$ cat config.mk
export PLATFORM = sky130hd
export DESIGN_NAME = time_chain_ctrl
export DESIGN_NICKNAME = d
export VERILOG_FILES = /design/src/rtl/time_chain_ctrl.sv
export SDC_FILE = /design/constraint.sdc
export NUM_CORES = 1
export LEC_CHECK = 0
export ABC_AREA = 1
export CORE_MARGIN = 4
export CORE_UTILIZATION = 54
export CTS_CLUSTER_DIAMETER = 80
export DETAILED_ROUTE_END_ITERATION = 8
export PLACE_DENSITY = 0.76
export SETUP_SLACK_MARGIN = 0.02
export SLEW_MARGIN = 25
export SYNTH_ARGS = -nofsm -noshare
export SYNTH_HDL_FRONTEND = slang
export SYNTH_SLANG_ARGS = --single-unit
$ cat constraint.sdc
create_clock -name clk -period 3.2 [get_ports clk]
set_input_delay 0.64 -clock clk [delete_from_list [all_inputs] [get_ports clk]]
set_output_delay 0.64 -clock clk [all_outputs]
set_load 0.01 [all_outputs]
$ cat src/rtl/time_chain_ctrl.sv
// Seconds/minutes/hours counter chain with tick prescaler and RUN/SET/HOLD control.
// Optional feature macro: AUTO_REPEAT_EN (held change auto-repeats in SET mode).
module time_chain_ctrl #(
    parameter int TICK_DIV   = 50000000,
    parameter int SEC_MOD    = 60,
    parameter int MIN_MOD    = 60,
    parameter int HOUR_MOD   = 24,
    parameter int REPEAT_DLY = 16,
    parameter int REPEAT_PER = 4
) (
    input  logic                        clk,
    input  logic                        rst,
    input  logic [1:0]                  mode,
    input  logic                        turn,
    input  logic                        change,
    output logic [$clog2(SEC_MOD)-1:0]  sec,
    output logic [$clog2(MIN_MOD)-1:0]  min,
    output logic [$clog2(HOUR_MOD)-1:0] hour,
    output logic [1:0]                  sel,
    output logic                        tick_m,
    output logic                        tick_h,
    output logic                        tick_d
);

    localparam int SW = $clog2(SEC_MOD);
    localparam int MW = $clog2(MIN_MOD);
    localparam int HW = $clog2(HOUR_MOD);
    localparam int PW = $clog2(TICK_DIV);

    localparam logic [SW-1:0] SEC_MAX  = SW'(SEC_MOD - 1);
    localparam logic [MW-1:0] MIN_MAX  = MW'(MIN_MOD - 1);
    localparam logic [HW-1:0] HOUR_MAX = HW'(HOUR_MOD - 1);
    localparam logic [PW-1:0] PRE_MAX  = PW'(TICK_DIV - 1);

    if (TICK_DIV < 2 || SEC_MOD < 2 || MIN_MOD < 2 || HOUR_MOD < 2 ||
        REPEAT_PER < 1 || REPEAT_DLY <= REPEAT_PER) begin : g_bad_params
        $error("time_chain_ctrl: illegal parameter combination");
    end

    typedef enum logic [1:0] {
        MODE_RUN  = 2'b00,
        MODE_SET  = 2'b01,
        MODE_HOLD = 2'b10
    } mode_e;

    typedef enum logic [1:0] {
        SEL_SEC  = 2'b00,
        SEL_MIN  = 2'b01,
        SEL_HOUR = 2'b10
    } sel_e;

    mode_e         cur_mode;
    sel_e          sel_dec;
    logic [PW-1:0] prescale;
    logic          turn_q;
    logic          change_q;
    logic          turn_rise;
    logic          change_rise;
    logic          inc;

    // NOTE: every combinational output gets a value on every path, so no latch is inferred.
    always_comb begin
        cur_mode = MODE_HOLD;
        case (mode)
            2'b00:   cur_mode = MODE_RUN;
            2'b01:   cur_mode = MODE_SET;
            default: cur_mode = MODE_HOLD;
        endcase
    end

    always_comb begin
        sel_dec = SEL_HOUR;
        case (sel)
            2'b00:   sel_dec = SEL_SEC;
            2'b01:   sel_dec = SEL_MIN;
            default: sel_dec = SEL_HOUR;
        endcase
    end

    assign turn_rise   = turn & ~turn_q;
    assign change_rise = change & ~change_q;

`ifdef AUTO_REPEAT_EN
    localparam int RW = $clog2(REPEAT_DLY + 1);
    localparam logic [RW-1:0] RPT_LAST   = RW'(REPEAT_DLY - 1);
    localparam logic [RW-1:0] RPT_RELOAD = RW'(REPEAT_DLY - REPEAT_PER);

    // rpt_cnt = 0 means disarmed; only a real change edge arms it.
    logic [RW-1:0] rpt_cnt;
    logic          rpt_fire;

    assign rpt_fire = (cur_mode == MODE_SET) && change && change_q && !turn_rise &&
                      (rpt_cnt == RPT_LAST);
    assign inc      = change_rise | rpt_fire;

    always_ff @(posedge clk or posedge rst) begin
        if (rst) begin
            rpt_cnt <= '0;
        end else if (cur_mode != MODE_SET || !change || turn_rise) begin
            rpt_cnt <= '0;
        end else if (change_rise) begin
            rpt_cnt <= RW'(1);
        end else if (rpt_fire) begin
            rpt_cnt <= RPT_RELOAD;
        end else if (rpt_cnt != '0) begin
            rpt_cnt <= rpt_cnt + RW'(1);
        end
    end
`else
    assign inc = change_rise;
`endif

    // NOTE: sequential state uses non-blocking assignments so all cascaded fields update together.
    always_ff @(posedge clk or posedge rst) begin
        if (rst) begin
            sec      <= '0;
            min      <= '0;
            hour     <= '0;
            sel      <= SEL_HOUR;
            prescale <= '0;
            turn_q   <= 1'b0;
            change_q <= 1'b0;
            tick_m   <= 1'b0;
            tick_h   <= 1'b0;
            tick_d   <= 1'b0;
        end else begin
            turn_q   <= turn;
            change_q <= change;
            tick_m   <= 1'b0;
            tick_h   <= 1'b0;
            tick_d   <= 1'b0;
            // Outside RUN the prescaler sits at 0, so every entry into RUN starts a full period.
            prescale <= '0;
            case (cur_mode)
                MODE_RUN: begin
                    if (prescale != PRE_MAX) begin
                        prescale <= prescale + PW'(1);
                    end else if (sec != SEC_MAX) begin
                        sec <= sec + SW'(1);
                    end else begin
                        sec    <= '0;
                        tick_m <= 1'b1;
                        if (min != MIN_MAX) begin
                            min <= min + MW'(1);
                        end else begin
                            min    <= '0;
                            tick_h <= 1'b1;
                            if (hour != HOUR_MAX) begin
                                hour <= hour + HW'(1);
                            end else begin
                                hour   <= '0;
                                tick_d <= 1'b1;
                            end
                        end
                    end
                end
                MODE_SET: begin
                    if (inc) begin
                        case (sel_dec)
                            SEL_SEC:  sec  <= (sec  == SEC_MAX)  ? '0 : sec  + SW'(1);
                            SEL_MIN:  min  <= (min  == MIN_MAX)  ? '0 : min  + MW'(1);
                            default:  hour <= (hour == HOUR_MAX) ? '0 : hour + HW'(1);
                        endcase
                    end
                    if (turn_rise) begin
                        case (sel_dec)
                            SEL_HOUR: sel <= SEL_MIN;
                            SEL_MIN:  sel <= SEL_SEC;
                            default:  sel <= SEL_HOUR;
                        endcase
                    end
                end
                default: ;
            endcase
        end
    end

endmodule

==> impl_metrics.ini <==
[logic_synthesis]
yosys_warnings = 0
seq_area_frac_synth_pct = 42.7
synth-edff-count = 0
synth.most_common_cell = nand2_1
synth-seq-cells = 50
netlist_area_um2 = 2930
syn_nets = 422
synthDistinctLibCells = 29
avgSynthCellArea_um2 = 7.14
synth_cells = 411
synth_area_leaders = dfrtp_1 42%, nand2_1 15%, nor2_1 12%, inv_1 5.4%, nand3_1 5.1%
async_reset_ff_share_pct = 100
synth_top_area_share_pct = 41.8
ys.flop_type = dfrtp_1
synth_top_area_cell = dfrtp_1
synth.top_cells.by_count = 116 x nand2_1, 93 x nor2_1, 49 x dfrtp_1

[cts]
cts_resized = 0
cts_tree = done
clockBufferDepth = 2
cts.reportedPaths.clkPinSlew_ns = 0.10
post-cts-setup-buffer-count = 0
cts_buffers = 5
postCtsHoldBufs = 0
clk_latency_ns = 0.31
htree_levels = 2
cts.sinks = 50
cts_root_buf = clkbuf_8

[die]
die_h_um = 81.7
io_pins = 28
initial_utilization_pct = 56.7
die_area_um2 = 6680
row_count = 26
die-width_um = 81.7
coreArea_um2 = 5170

[final_layout]
nets = 453
final_util_pct = 65.6
num_antenna_cells = 0
syn_to_final_growth_pct = 15.6
drive_gt1_share_pct = 5.64

[sta]
setup_viol = 0
post-route-period-util_pct = 66.0
rsz0062_at_grt = no
fin_skew_ns = 0.0155
drv_slew = 0
relSlewSlack_pct = 54.7
hold_violations = 0
setup_tns_ns = 0
post-route-min-period_ns = 2.11
fmax_mhz = 474
fin_ws_ns = 1.09
hold_ws_ns = 0.535
worst_slew_pin_slew_ns = 0.677

[drt]
drt_iter0_drc = 265
post_drt_wl_per_cell_um = 12.8
dr.pass1.iters = 4
drc = 0
totalWireLength_um = 6540
num_vias = 2712
avgViaCountPerCell = 5.29
antenna_left = 0

[power_and_ir_drop]
p_leak_nw = 1.53
pwr-share-clk_pct = 28.4
pwr-share-comb_pct = 23.5
seq_power_share_pct = 48.1
ir_worst_vdd_uv = 330
intPower_w = 0.00113
p_sw_share_pct = 30.7
switchingPower_w = 0.000503
finalPower_w = 0.00164
power_density_nw_per_um2 = 482

[grt]
globalRouteOverflowTotal = 0
grtUsageTotal_pct = 22.7
grt_pass1_wl_um = 11700
grt_antenna_before_repair = 0
first_global_vias = 2631
grt_max_degree = 31

[worst_setup_path]
worstPathCellList = ha_1, nand3_1, inv_1, nand2_1, nor2_1, nand2_1, nand2_2, nand3_4, nand2_1, nand2_1
cpPeakStageDelay_ns = 0.51
critPathKind = flop to flop
critPathLaunchType = flop
worst_path_max_delay_cell = nand2_2
crit_fanout = 30
r2r_start = prescale[0]
critPathCaptureType = flop
crit_top_cell = nand2_1
arrival_ns = 2.30
crit_path_start = prescale[0]
crit_required_ns = 3.39

[min_path]
hp-start = turn_q
holdCritPathClass = flop to flop

[placed_design]
gp_congestion = 0.960
pre_cts_ws_ns = 0.770
numPortBuffers = 27
dp_hpwl_um = 4930

[status]
status = complete, no violations

[flow_run]
drv_cap = 0
## power by group through the flow
stage,Sequential (W),Combinational (W),Clock (W)
2_1_floorplan,0.000811,0.000185,0
3_3_place_gp,0.000794,0.000378,0
3_5_place_dp,0.000795,0.000388,0
4_1_cts,0.000785,0.000388,0.000475
5_1_grt,0.000802,0.000431,0.000505
6_report,0.000786,0.000384,0.000465
## registers in the layout, indices dropped and copies added, names as in the netlist
| name | flops |
|---|---|
| turn_q | 1 |
| prescale | 26 |
| tick_m | 1 |
| sel | 2 |
| min | 6 |
| tick_h | 1 |
| change_q | 1 |
| sec | 6 |
| tick_d | 1 |
| hour | 5 |
## final cells by class
type	count	area [µm²]
tap	70	87.6
inverter	45	169
sequential	50	1250
clock buffer	5	68.8
clock inverter	3	48.8
fill	449	1780
timing repair buffer	29	285
multi-input combinational	311	1480
## cell families after synthesis
| logic type | after synthesis | share of synthesized area [%] |
|---|---|---|
| buf+inv | 50 | 6.91 |
| flops | 50 | 42.7 |
| compound gates | 12 | 2.47 |
| fa+ha+maj | 5 | 2.13 |
| xor+xnor | 17 | 5.07 |
| simple gates | 277 | 40.7 |
## placed cells by master (no fill, tap or decap), types with 3 or more instances in the layout
cell,count
nor2_1,93
nor3_1,10
xnor2_1,8
xor2_1,9
clkdlybuf4s50_1,27
inv_2,4
nand4_1,16
a21oi_1,3
inv_1,41
ha_1,5
o21ai_1,3
dfrtp_1,49
clkbuf_8,5
nand2_1,116
nand3_1,30
## per-layer routing
layer	share of wire, %	up-vias	global-route usage [%]
met2	47	81	35.9
met4	2.2	0	9.30
li1	-	1354	-
met1	45	1263	30.2
met3	5.1	14	4.93
met5	0	-	0
## worst max-delay path: cells and delay by family (launching register included)
family,cells,cell delay [ns]
buf+inv,1,0.14
flops,1,0.44
simple gates,8,1.23
fa+ha+maj,1,0.17
## final timing paths
| kind | endpoint | slack (ns) | cells past startpoint |
|---|---|---|---|
| max | sec[3] | 1.09 | 10 |
| max reg2reg | sec[3] | 1.09 | 10 |
| min reg2reg | sel[1] | 0.53 | 3 |
| max in group asynchronous | prescale[11] | 1.98 | 3 |
| min in group asynchronous | sec[2] | 0.59 | 2 |
| min | sel[1] | 0.53 | 3 |
## stage by stage
stage                     instance area, µm²  cells
after global placement                  3270    505
after global routing                    3390    513
after floorplan                         2930    411
after detailed placement                3270    505
final                                   3390    513
after CTS                               3390    513
Power figures use the tool's default switching activity.
